--- src/rtl/data_memory_arbiter_if.sv ---
// Bundle of the two requester ports and the single-port data memory port.
// slave: the arbiter's view; master: the requesters plus memory.
interface data_memory_arbiter_if #(
    parameter int ADDR_WIDTH = 18,
    parameter int DATA_WIDTH = 32
);
    logic                  req0;
    logic                  req1;
    logic                  we0;
    logic                  we1;
    logic [ADDR_WIDTH-1:0] addr0;
    logic [ADDR_WIDTH-1:0] addr1;
    logic [DATA_WIDTH-1:0] wdata0;
    logic [DATA_WIDTH-1:0] wdata1;
    logic                  gnt0;
    logic                  gnt1;
    logic                  done0;
    logic                  done1;
    logic [DATA_WIDTH-1:0] rdata0;
    logic [DATA_WIDTH-1:0] rdata1;
    logic                  err0;
    logic                  err1;
    logic [ADDR_WIDTH-1:0] mem_adress;
    logic [DATA_WIDTH-1:0] mem_write_data;
    logic                  mem_write;
    logic                  mem_read;
    logic [DATA_WIDTH-1:0] mem_read_data;

    modport slave (
        input  req0, req1, we0, we1, addr0, addr1, wdata0, wdata1, mem_read_data,
        output gnt0, gnt1, done0, done1, rdata0, rdata1, err0, err1,
               mem_adress, mem_write_data, mem_write, mem_read
    );

    modport master (
        output req0, req1, we0, we1, addr0, addr1, wdata0, wdata1, mem_read_data,
        input  gnt0, gnt1, done0, done1, rdata0, rdata1, err0, err1,
               mem_adress, mem_write_data, mem_write, mem_read
    );
endinterface

--- src/rtl/data_memory_arbiter.sv ---
// Two-port round-robin arbiter/sequencer for the single-port data memory (IDLE->ACCESS->DONE).
// Optional range check on the granted address: define DMEM_ARB_RANGE_CHECK_EN.
module data_memory_arbiter #(
    parameter int ADDR_WIDTH = 18,
    parameter int DATA_WIDTH = 32,
    parameter int DEPTH      = 256
) (
    input logic                  clk,
    input logic                  rst_n,
    data_memory_arbiter_if.slave bus
);
    typedef enum logic [1:0] {IDLE, ACCESS, DONE} state_t;

    state_t                state, state_nxt;
    logic                  last, last_nxt;
    logic                  winner, winner_nxt;
    logic                  lat_we, lat_we_nxt;
    logic                  lat_oor, lat_oor_nxt;
    logic                  gnt0_q, gnt0_nxt, gnt1_q, gnt1_nxt;
    logic                  done0_q, done0_nxt, done1_q, done1_nxt;
    logic                  mem_write_q, mem_write_nxt, mem_read_q, mem_read_nxt;
    logic [ADDR_WIDTH-1:0] mem_adress_q, mem_adress_nxt;
    logic [DATA_WIDTH-1:0] mem_write_data_q, mem_write_data_nxt;
    logic [DATA_WIDTH-1:0] rdata0_q, rdata0_nxt, rdata1_q, rdata1_nxt;
    logic [DATA_WIDTH-1:0] rd_value;

    logic                  sel;
    logic                  sel_we;
    logic [ADDR_WIDTH-1:0] sel_addr;
    logic [DATA_WIDTH-1:0] sel_wdata;
    logic                  sel_oor;

    // Both requesting: the port opposite the last completed one wins.
    assign sel       = (bus.req0 & bus.req1) ? ~last : bus.req1;
    assign sel_we    = sel ? bus.we1    : bus.we0;
    assign sel_addr  = sel ? bus.addr1  : bus.addr0;
    assign sel_wdata = sel ? bus.wdata1 : bus.wdata0;

    assign rd_value  = lat_oor ? '0 : bus.mem_read_data;

    always_ff @(posedge clk) begin
        if (!rst_n) state <= IDLE;
        else        state <= state_nxt;
    end

    always_comb begin
        state_nxt          = state;
        last_nxt           = last;
        winner_nxt         = winner;
        lat_we_nxt         = lat_we;
        lat_oor_nxt        = lat_oor;
        gnt0_nxt           = 1'b0;
        gnt1_nxt           = 1'b0;
        done0_nxt          = 1'b0;
        done1_nxt          = 1'b0;
        mem_write_nxt      = 1'b0;
        mem_read_nxt       = 1'b0;
        mem_adress_nxt     = mem_adress_q;
        mem_write_data_nxt = mem_write_data_q;
        rdata0_nxt         = rdata0_q;
        rdata1_nxt         = rdata1_q;
        unique case (state)
            IDLE: begin
                if (bus.req0 | bus.req1) begin
                    state_nxt          = ACCESS;
                    winner_nxt         = sel;
                    lat_we_nxt         = sel_we;
                    lat_oor_nxt        = sel_oor;
                    gnt0_nxt           = ~sel;
                    gnt1_nxt           = sel;
                    mem_adress_nxt     = sel_addr;
                    mem_write_data_nxt = sel_wdata;
                    mem_write_nxt      = sel_we & ~sel_oor;
                    mem_read_nxt       = ~sel_we & ~sel_oor;
                end
            end
            ACCESS: begin
                // Strobes were registered on entry; this edge closes the access.
                state_nxt = DONE;
                last_nxt  = winner;
                done0_nxt = ~winner;
                done1_nxt = winner;
                if (!lat_we) begin
                    if (winner) rdata1_nxt = rd_value;
                    else        rdata0_nxt = rd_value;
                end
            end
            DONE: begin
                state_nxt = IDLE;
            end
            default: begin
                state_nxt = IDLE;
            end
        endcase
    end

    always_ff @(posedge clk) begin
        if (!rst_n) begin
            last             <= 1'b1;
            winner           <= 1'b0;
            lat_we           <= 1'b0;
            lat_oor          <= 1'b0;
            gnt0_q           <= 1'b0;
            gnt1_q           <= 1'b0;
            done0_q          <= 1'b0;
            done1_q          <= 1'b0;
            mem_write_q      <= 1'b0;
            mem_read_q       <= 1'b0;
            mem_adress_q     <= '0;
            mem_write_data_q <= '0;
            rdata0_q         <= '0;
            rdata1_q         <= '0;
        end else begin
            last             <= last_nxt;
            winner           <= winner_nxt;
            lat_we           <= lat_we_nxt;
            lat_oor          <= lat_oor_nxt;
            gnt0_q           <= gnt0_nxt;
            gnt1_q           <= gnt1_nxt;
            done0_q          <= done0_nxt;
            done1_q          <= done1_nxt;
            mem_write_q      <= mem_write_nxt;
            mem_read_q       <= mem_read_nxt;
            mem_adress_q     <= mem_adress_nxt;
            mem_write_data_q <= mem_write_data_nxt;
            rdata0_q         <= rdata0_nxt;
            rdata1_q         <= rdata1_nxt;
        end
    end

`ifdef DMEM_ARB_RANGE_CHECK_EN
    localparam logic [ADDR_WIDTH:0] DEPTH_L = (ADDR_WIDTH+1)'(DEPTH);

    logic err0_q, err1_q;

    assign sel_oor = ({1'b0, sel_addr} >= DEPTH_L);

    always_ff @(posedge clk) begin
        if (!rst_n) begin
            err0_q <= 1'b0;
            err1_q <= 1'b0;
        end else begin
            err0_q <= (state == ACCESS) & lat_oor & ~winner;
            err1_q <= (state == ACCESS) & lat_oor & winner;
        end
    end

    assign bus.err0 = err0_q;
    assign bus.err1 = err1_q;
`else
    assign sel_oor  = 1'b0;
    assign bus.err0 = 1'b0;
    assign bus.err1 = 1'b0;
`endif

    assign bus.gnt0           = gnt0_q;
    assign bus.gnt1           = gnt1_q;
    assign bus.done0          = done0_q;
    assign bus.done1          = done1_q;
    assign bus.rdata0         = rdata0_q;
    assign bus.rdata1         = rdata1_q;
    assign bus.mem_adress     = mem_adress_q;
    assign bus.mem_write_data = mem_write_data_q;
    assign bus.mem_write      = mem_write_q;
    assign bus.mem_read       = mem_read_q;
endmodule

--- src/flat_wrapper.sv ---
// flat-port wrapper written by rule: the top's interface ports become plain ports
module data_memory_arbiter_flat 
#(
    parameter int ADDR_WIDTH = 18,
    parameter int DATA_WIDTH = 32,
    parameter int DEPTH      = 256
)
  (clk, rst_n, bus_req0, bus_req1, bus_we0, bus_we1, bus_addr0, bus_addr1, bus_wdata0, bus_wdata1, bus_mem_read_data, bus_gnt0, bus_gnt1, bus_done0, bus_done1, bus_rdata0, bus_rdata1, bus_err0, bus_err1, bus_mem_adress, bus_mem_write_data, bus_mem_write, bus_mem_read);
  data_memory_arbiter_if #(.ADDR_WIDTH(ADDR_WIDTH), .DATA_WIDTH(DATA_WIDTH)) bus_i ();
  input logic clk;
  input logic rst_n;
  input wire logic [$bits(bus_i.req0)-1:0] bus_req0;
  input wire logic [$bits(bus_i.req1)-1:0] bus_req1;
  input wire logic [$bits(bus_i.we0)-1:0] bus_we0;
  input wire logic [$bits(bus_i.we1)-1:0] bus_we1;
  input wire logic [$bits(bus_i.addr0)-1:0] bus_addr0;
  input wire logic [$bits(bus_i.addr1)-1:0] bus_addr1;
  input wire logic [$bits(bus_i.wdata0)-1:0] bus_wdata0;
  input wire logic [$bits(bus_i.wdata1)-1:0] bus_wdata1;
  input wire logic [$bits(bus_i.mem_read_data)-1:0] bus_mem_read_data;
  output wire logic [$bits(bus_i.gnt0)-1:0] bus_gnt0;
  output wire logic [$bits(bus_i.gnt1)-1:0] bus_gnt1;
  output wire logic [$bits(bus_i.done0)-1:0] bus_done0;
  output wire logic [$bits(bus_i.done1)-1:0] bus_done1;
  output wire logic [$bits(bus_i.rdata0)-1:0] bus_rdata0;
  output wire logic [$bits(bus_i.rdata1)-1:0] bus_rdata1;
  output wire logic [$bits(bus_i.err0)-1:0] bus_err0;
  output wire logic [$bits(bus_i.err1)-1:0] bus_err1;
  output wire logic [$bits(bus_i.mem_adress)-1:0] bus_mem_adress;
  output wire logic [$bits(bus_i.mem_write_data)-1:0] bus_mem_write_data;
  output wire logic [$bits(bus_i.mem_write)-1:0] bus_mem_write;
  output wire logic [$bits(bus_i.mem_read)-1:0] bus_mem_read;
  assign bus_i.req0 = bus_req0;
  assign bus_i.req1 = bus_req1;
  assign bus_i.we0 = bus_we0;
  assign bus_i.we1 = bus_we1;
  assign bus_i.addr0 = bus_addr0;
  assign bus_i.addr1 = bus_addr1;
  assign bus_i.wdata0 = bus_wdata0;
  assign bus_i.wdata1 = bus_wdata1;
  assign bus_i.mem_read_data = bus_mem_read_data;
  assign bus_gnt0 = bus_i.gnt0;
  assign bus_gnt1 = bus_i.gnt1;
  assign bus_done0 = bus_i.done0;
  assign bus_done1 = bus_i.done1;
  assign bus_rdata0 = bus_i.rdata0;
  assign bus_rdata1 = bus_i.rdata1;
  assign bus_err0 = bus_i.err0;
  assign bus_err1 = bus_i.err1;
  assign bus_mem_adress = bus_i.mem_adress;
  assign bus_mem_write_data = bus_i.mem_write_data;
  assign bus_mem_write = bus_i.mem_write;
  assign bus_mem_read = bus_i.mem_read;
  data_memory_arbiter #(.ADDR_WIDTH(ADDR_WIDTH), .DATA_WIDTH(DATA_WIDTH), .DEPTH(DEPTH)) u_core (.clk(clk), .rst_n(rst_n), .bus(bus_i));
endmodule
--- config.mk ---
export PLATFORM = sky130hd
export DESIGN_NAME = data_memory_arbiter_flat
export DESIGN_NICKNAME = d
export VERILOG_FILES = /design/src/rtl/data_memory_arbiter_if.sv /design/src/rtl/data_memory_arbiter.sv /design/src/flat_wrapper.sv
export SDC_FILE = /design/constraint.sdc
export NUM_CORES = 1
export LEC_CHECK = 0
export CORE_UTILIZATION = 41
export CTS_BUF_LIST = sky130_fd_sc_hd__clkbuf_4
export CTS_CLUSTER_DIAMETER = 120
export CTS_CLUSTER_SIZE = 16
export DETAILED_ROUTE_END_ITERATION = 10
export GPL_ROUTABILITY_DRIVEN = 1
export HOLD_SLACK_MARGIN = 0.05
export PLACE_DENSITY = 0.9
export SETUP_SLACK_MARGIN = 0.05
export SLEW_MARGIN = 20
export SYNTH_ARGS = -nofsm -noshare
export SYNTH_HDL_FRONTEND = slang
export SYNTH_SLANG_ARGS = --single-unit
--- constraint.sdc ---
create_clock -name clk -period 1.9 [get_ports clk]
set_input_delay 0.19 -clock clk [delete_from_list [all_inputs] [get_ports clk]]
set_output_delay 0.19 -clock clk [all_outputs]
set_load 0.02 [all_outputs]
* After elaboration in Yosys (flattened, before gate mapping)
Cells that the tools add are included.
** Operators by class
- Add/sub/neg operators :: 0
- Multipliers :: 0
- Div/mod/pow operators :: 0
- Magnitude comparators :: 0
- Eq/ne operators :: 2
- Shift operators :: 0
- Multiplexer cells :: 6
- Bitwise gates (word level) :: 7
- Reduce and logical (&&, ||, !) cells :: 6
** Operators with widths (number)
- $mux W32 :: 1
- $mux W18 :: 1
- $reduce_and A3 Y1 :: 3
- $not A1 Y1 :: 5
- $pmux W2 S2 :: 1
- $reduce_and A2 Y1 :: 2
- $eq A2 B1 Y1 const B :: 1
- $logic_not A2 Y1 :: 1
- $mux W1 :: 2
- $mux W2 :: 1
- $ne A2 B1 Y1 const B :: 1
- $and A1 B1 Y1 :: 1
- $or A1 B1 Y1 :: 1
** Storage, ports and cells
- Register bits after elaboration :: 125
- Latch bits :: 0
- Memory bits (writable) :: 0
- Bits in read-only memories :: 0
- Input port bits :: 138
- Output and inout bits :: 122
- Word-level logic and storage cells :: 35
- Memories kept :: 0

* Depth between registers and ports, before layout
Gate-level depths: netlist (run 1).
- Word-level depth :: 4
- Mapped depth :: 5
- Mapped depth without buffers :: 3

* Least setup slack after synthesis (run 1)
Ideal clock, no wire load.
- Kind :: reg2reg
- From :: register u_core.state[1]
- To :: register u_core.rdata0_q[23], in the netlist u_core.bus.rdata0[23]
- Setup time :: 0.115 ns
- Arrival :: 1.265 ns
- Data required time :: 1.785 ns
- Setup slack :: 0.520 ns
- Stages on the path, launching flop included :: 6
- Path buffers :: 2
- Period minus slack after synthesis :: 1.380 ns
- Cell sequence :: dfxtp_1 -> or4b_1 -> buf_6 -> buf_6 -> nand3_1 -> o21ai_2
** Between the ends
- Word-level cells in the longest chain between the ends :: 2
** RTL lines
- start, declared :: line data_memory_arbiter.sv:14 : state_t state, state_nxt;
- start signal, assigned :: line data_memory_arbiter.sv:43 : else state <= state_nxt;
- $eq A2 B1 Y1 :: line data_memory_arbiter.sv:62 : unique case (state)
- $reduce_and A3 Y1 (no line)
- end signal, assigned :: line data_memory_arbiter.sv:126 : rdata0_q <= rdata0_nxt;
- end, declared :: line data_memory_arbiter.sv:24 : logic [DATA_WIDTH-1:0] rdata0_q, rdata0_nxt, rdata1_q, rdata1_nxt;
No other way between the ends.
A chain may end at the register's enable or synchronous reset.

* Worst setup path in the final report (run 1)
- From :: register u_core.rdata0_q[14], in the netlist u_core.bus.rdata0[14]
- To :: output bus_rdata0[14]
** RTL lines
- end, declared :: line flat_wrapper.sv:25 : output wire logic [$bits(bus_i.rdata0)-1:0] bus_rdata0;
No word-level cell between the ends.

==> impl_metrics.py, run 1 <==
metrics = {
    "outcome": {
        "run_status": "finished clean",
    },
    "worst_hold_path": {
        "hold_class": "in2reg",
    },
    "cells_and_area": {
        "fin_nets": 974,
        "drive_gt1_frac": 0.0978,
        "instances_no_fill": 1017,
        "final_common_cell": "clkdlybuf4s50_1",
        "final_cell_mix": "clkdlybuf4s50_1, nand2_1, dfxtp_1",
        "fillCellCount": 983,
        "area_growth_pct": 58.6,
        "num_antenna_cells": 0,
    },
    "worst_setup_path": {
        "cp_num_buf_inv": 1,
        "crit_fanout": 2,
        "path_class": "reg2out",
        "end_kind": "output port",
        "critPathRequiredTime_ns": 1.71,
        "slowest_stage": "clkdlybuf4s50_1",
        "slowest_delay_ns": 0.62,
        "crit_family": "buffers and inverters",
        "worstPathArrival_ns": 1.53,
        "start_kind": "register",
        "crit_chain": "clkdlybuf4s50_1",
    },
    "clocking": {
        "clk_pin_slew_ns": 0.11,
        "post_cts_resized": 0,
        "cts-buffers-inserted": 17,
        "clkSinkCount": 125,
        "htree_levels": 4,
        "cts_root_buffer": "clkbuf_4",
        "clkLatencyLatePin_ns": 0.53,
        "cts_tree": "built",
        "cts_hold_buf": 0,
        "clockBufferDepth": 2,
        "cts_setup_buffers": 0,
    },
    "die": {
        "rows": 40,
        "die_area_um2": 12800,
        "coreArea_um2": 12100,
        "fp.dieW_um": 113,
        "dieHeight_um": 113,
        "ios": 260,
        "start_util": 0.421,
    },
    "global_routing": {
        "antenna_found_initial": 0,
        "grt_pass1_wl_mm": 23.5,
        "grt_use_total": 0.234,
        "grt_overflow": 0,
        "grt_pass1_vias": 4910,
        "grt_max_degree": 132,
    },
    "synthesis": {
        "syn-instance-count": 609,
        "ys_seq_elements": 125,
        "yosysWarnings": 0,
        "syn_area_um2": 5070,
        "ys_types": 29,
        "seq_area_frac_synth": 0.493,
        "syn_area_per_cell_um2": 8.33,
    },
    "route": {
        "antenna_left": 0,
        "drt_iter0_drc": 435,
        "drc_errors": 0,
        "wl_per_cell_um": 14.7,
        "vias_per_cell": 5.14,
        "firstDrtPassIters": 6,
        "routed_wirelength_mm": 14.9,
        "vias": 5224,
    },
    "pwr": {
        "p_per_area_nw_per_um2": 800,
        "max-vdd-ir-drop_v": 0.000443,
        "total_leakage_power_nw": 2.96,
    },
    "placement": {
        "placed_cells": 985,
        "globalplace.congestion": 0.783,
        "io_buffers": 257,
        "dpl_worst_slack_ns": 0.0986,
        "dp_hpwl_mm": 10.7,
    },
    "sta": {
        "grt_setup_unrepaired": "no",
        "hold_viol": 0,
        "relSlewSlack": 0.664,
        "drv_slew": 0,
        "fin_crit_sh": 0.906,
        "setup_viol": 0,
        "setup_tns_ns": 0,
        "fin_skew_ns": 0.0122,
        "period_needed_ns": 1.72,
        "max_freq_ghz": 0.581,
        "fin_ws_ns": 0.178,
        "tightest_slew_ns": 0.504,
    },
    "job": {
        "drv_cap": 0,
    },
}
-- kinds of logic after synthesis --
kind of cell,after synthesis,synth area share
buf+inv,65,0.0661
compound gates,170,0.229
other cells,1,0.000739
flops,125,0.493
mux,2,0.00395
simple gates,246,0.207
-- sequential cells by signal, indices dropped and copies added, names as in the netlist --
name                       flops
u_core.bus.mem_write_data     32
u_core.bus.rdata0             32
u_core.bus.rdata1             32
u_core.bus.mem_adress         18
u_core.state                   2
u_core.bus.done0               1
u_core.bus.done1               1
u_core.bus.gnt0                1
u_core.bus.gnt1                1
u_core.bus.mem_read            1
u_core.bus.mem_write           1
u_core.last                    1
u_core.lat_we                  1
u_core.winner                  1
-- where the power goes --
group | switching, mW | leakage, nW | total (mW) | internal, mW
clock network | 0.976 | 0.158 | 1.92 | 0.946
registers | 0.111 | 1.02 | 2.93 | 2.81
logic | 0.795 | 1.77 | 1.59 | 0.794
total | 1.88 | 2.96 | 6.44 | 4.55
-- Yosys cell counts (all sizes together) --
library cell,number,share of area
mux2i,2,0.0039
and3,1,0.0012
nor3,1,0.00099
a21bo,1,0.0020
and4bb,1,0.0025
or2,2,0.0025
buf,38,0.046
a311oi,50,0.086
conb,1,0.00074
a21oi,52,0.051
or4b,1,0.0020
a21boi,1,0.0022
and2,2,0.0025
nor4,2,0.0025
clkbuf,26,0.019
nor2b,3,0.0037
nand2,165,0.12
nand3,65,0.064
dfxtp,125,0.49
inv,1,0.00074
o21ai,65,0.086
nor2,3,0.0032
a211oi,1,0.0015
-- tightest hold or removal path, cell delays in order --
cell and delay (ns):
buf_4 0.11, inv_2 0.15, a21oi_1 0.15
-- cell type report --
cell class / instances / area (um^2) / share of cell area
inverter: 1 / 3.75 / 0.000466
timing repair buffer: 271 / 2780 / 0.345
sequential: 125 / 2500 / 0.311
multi-input combinational: 420 / 2260 / 0.281
clock buffer: 20 / 150 / 0.0187
clock inverter: 12 / 145 / 0.0180
tap: 168 / 210 / 0.0261
-- final timing paths --
| path | startpoint | cells past startpoint | slack [ns] | end |
|---|---|---|---|---|
| setup / recovery | u_core.bus.rdata0[14]$_SDFFE_PN0P_ | 1 | 0.18 | bus_rdata0[14] |
| hold / removal | rst_n | 3 | 0.11 | u_core.winner$_SDFFE_PN0P_ |
| setup reg to reg | u_core.state[1]$_SDFFE_PN0P_ | 4 | 0.28 | u_core.bus.rdata0[20]$_SDFFE_PN0P_ |
| hold reg to reg | u_core.bus.rdata1[14]$_SDFFE_PN0P_ | 2 | 0.46 | u_core.bus.rdata1[14]$_SDFFE_PN0P_ |
-- metrics by stage --
step,hold WS (ns),area (um^2),utilization,power (mW)
2_1_floorplan,0.320,5080,-,3.76
3_3_place_gp,0.443,7750,0.643,4.55
3_5_place_dp,0.450,7750,0.643,4.58
4_1_cts,0.0766,8050,0.667,6.50
5_1_grt,0.109,8050,0.667,6.73
6_report,0.111,8050,0.667,6.44
-- routing by layer --
layer	routed length (um)	GRT usage
met3	1360	0.0862
met4	346	0.104
met2	7370	0.405
met1	5860	0.256
met5	0	0
Note: power is estimated with default switching activity, not from simulation.
==> inputs of run 2 (changes only) <==
--- a/config.mk
+++ b/config.mk
@@ -6,7 +6,7 @@
 export NUM_CORES = 1
 export LEC_CHECK = 0
 export CORE_UTILIZATION = 41
-export CTS_BUF_LIST = sky130_fd_sc_hd__clkbuf_4
+export CTS_BUF_LIST = sky130_fd_sc_hd__clkbuf_4 sky130_fd_sc_hd__clkbuf_8
 export CTS_CLUSTER_DIAMETER = 120
 export CTS_CLUSTER_SIZE = 16
 export DETAILED_ROUTE_END_ITERATION = 10
==> impl_metrics.py, run 2 (same netlist as run 1, synthesis figures left out) <==
metrics = {
    "global_routing": {
        "grt_pass1_vias": 4981,
        "grt_overflow": 0,
        "antenna_found_initial": 0,
        "grt_max_degree": 132,
        "grt_use_total": 0.241,
        "grt_pass1_wl_mm": 24.2,
    },
    "sta": {
        "grt_setup_unrepaired": "no",
        "fin_ws_ns": 0.265,
        "period_needed_ns": 1.63,
        "setup_viol": 0,
        "setup_tns_ns": 0,
        "fin_skew_ns": 0.0101,
        "max_freq_ghz": 0.612,
        "drv_slew": 0,
        "fin_crit_sh": 0.860,
        "relSlewSlack": 0.657,
        "hold_viol": 0,
        "tightest_slew_ns": 0.515,
    },
    "pwr": {
        "max-vdd-ir-drop_v": 0.000490,
        "total_leakage_power_nw": 3.01,
        "p_per_area_nw_per_um2": 854,
    },
    "cells_and_area": {
        "final_cell_mix": "clkdlybuf4s50_1, nand2_1, dfxtp_1",
        "drive_gt1_frac": 0.100,
        "fin_nets": 974,
        "area_growth_pct": 61.1,
        "num_antenna_cells": 0,
        "final_common_cell": "clkdlybuf4s50_1",
    },
    "worst_hold_path": {
        "min-delay-start": "rst_n",
        "hold_class": "in2reg",
    },
    "route": {
        "wl_per_cell_um": 15.1,
        "drc_errors": 0,
        "vias_per_cell": 5.13,
        "routed_wirelength_mm": 15.4,
        "vias": 5220,
        "drt_iter0_drc": 434,
        "antenna_left": 0,
        "firstDrtPassIters": 6,
    },
    "worst_setup_path": {
        "crit_family": "simple AND/OR/NAND/NOR gates",
        "cp_num_buf_inv": 1,
        "path_class": "reg2reg",
        "worstPathArrival_ns": 1.96,
        "startpoint": "u_core.state[1]$_SDFFE_PN0P_",
        "slowest_stage": "or4b_4",
        "start_kind": "register",
        "slowest_delay_ns": 0.68,
        "reg2reg_from": "u_core.state[1]$_SDFFE_PN0P_",
        "end_kind": "register",
        "critPathRequiredTime_ns": 2.22,
        "crit_fanout": 52,
        "crit_chain": "or4b_4 -> buf_12 -> nand3_1 -> o21ai_2",
    },
    "clocking": {
        "cts_hold_buf": 0,
        "cts_root_buffer": "clkbuf_8",
        "clkLatencyLatePin_ns": 0.44,
        "clockBufferDepth": 2,
        "cts-buffers-inserted": 17,
        "post_cts_resized": 0,
        "cts_setup_buffers": 0,
        "clk_pin_slew_ns": 0.07,
        "clkSinkCount": 125,
        "cts_tree": "built",
        "htree_levels": 4,
    },
    "outcome": {
        "run_status": "finished clean",
    },
    "job": {
        "drv_cap": 0,
    },
    "die": {
        "dieHeight_um": 113,
        "die_area_um2": 12800,
        "coreArea_um2": 12100,
        "fp.dieW_um": 113,
        "ios": 260,
        "rows": 40,
        "start_util": 0.421,
    },
    "placement": {
        "dpl_worst_slack_ns": 0.0986,
        "io_buffers": 257,
        "dp_hpwl_mm": 10.7,
        "globalplace.congestion": 0.783,
    },
}
run 2: changes by cell type in the layout (fill, tap and decap cells not counted):
| cell | delta |
|---|---|
| clkbuf_4 | -17 |
| clkbuf_8 | +19 |
| clkinv_1 | -2 |
run 2: layout make-up:
class | instances | area (um^2)
fill | 968 | 3890
timing repair buffer | 271 | 2780
sequential | 125 | 2500
multi-input combinational | 420 | 2260
clock buffer | 22 | 284
tap | 168 | 210
clock inverter | 10 | 138
inverter | 1 | 3.75
run 2: stage by stage:
stage | cell area (um^2) | instances | util | power (mW) | hold slack [ns]
after floorplan | 5080 | 610 | - | 3.76 | 0.320
after global placement | 7750 | 985 | 0.643 | 4.55 | 0.443
after detailed placement | 7750 | 985 | 0.643 | 4.58 | 0.450
after CTS | 8170 | 1017 | 0.678 | 7.04 | 0.195
after global routing | 8170 | 1017 | 0.678 | 7.28 | 0.219
final | 8170 | 1017 | 0.678 | 6.98 | 0.212
run 2: report_power, final:
group / internal, mW / leakage (nW) / switching [mW]
registers: 2.82 / 1.02 / 0.113
logic: 0.794 / 1.77 / 0.802
clock network: 1.41 / 0.213 / 1.05
total: 5.02 / 3.01 / 1.96
run 2: path summary, 6_finish.rpt:
kind                                             end  slack (ns)  cells after the start
setup reg to reg  u_core.bus.rdata0[19]$_SDFFE_PN0P_        0.27                      4
setup / recovery  u_core.bus.rdata0[19]$_SDFFE_PN0P_        0.27                      4
hold reg to reg   u_core.bus.rdata1[14]$_SDFFE_PN0P_        0.45                      2
hold / removal            u_core.winner$_SDFFE_PN0P_        0.21                      3
run 2: worst register-to-register path, stage by stage, from the launching register on:
cell and delay (ns):
dfxtp_1 0.37, or4b_4 0.68, buf_12 0.26, nand3_1 0.16
o21ai_2 0.07
run 2: routing by layer:
layer  vias up  track usage  wire length [um]
met4         0       0.0860               261
met3        21       0.0905              1430
met5         -            0                 0
li1       2591            -                 -
met2       230        0.428              7630
met1      2378        0.262              6060
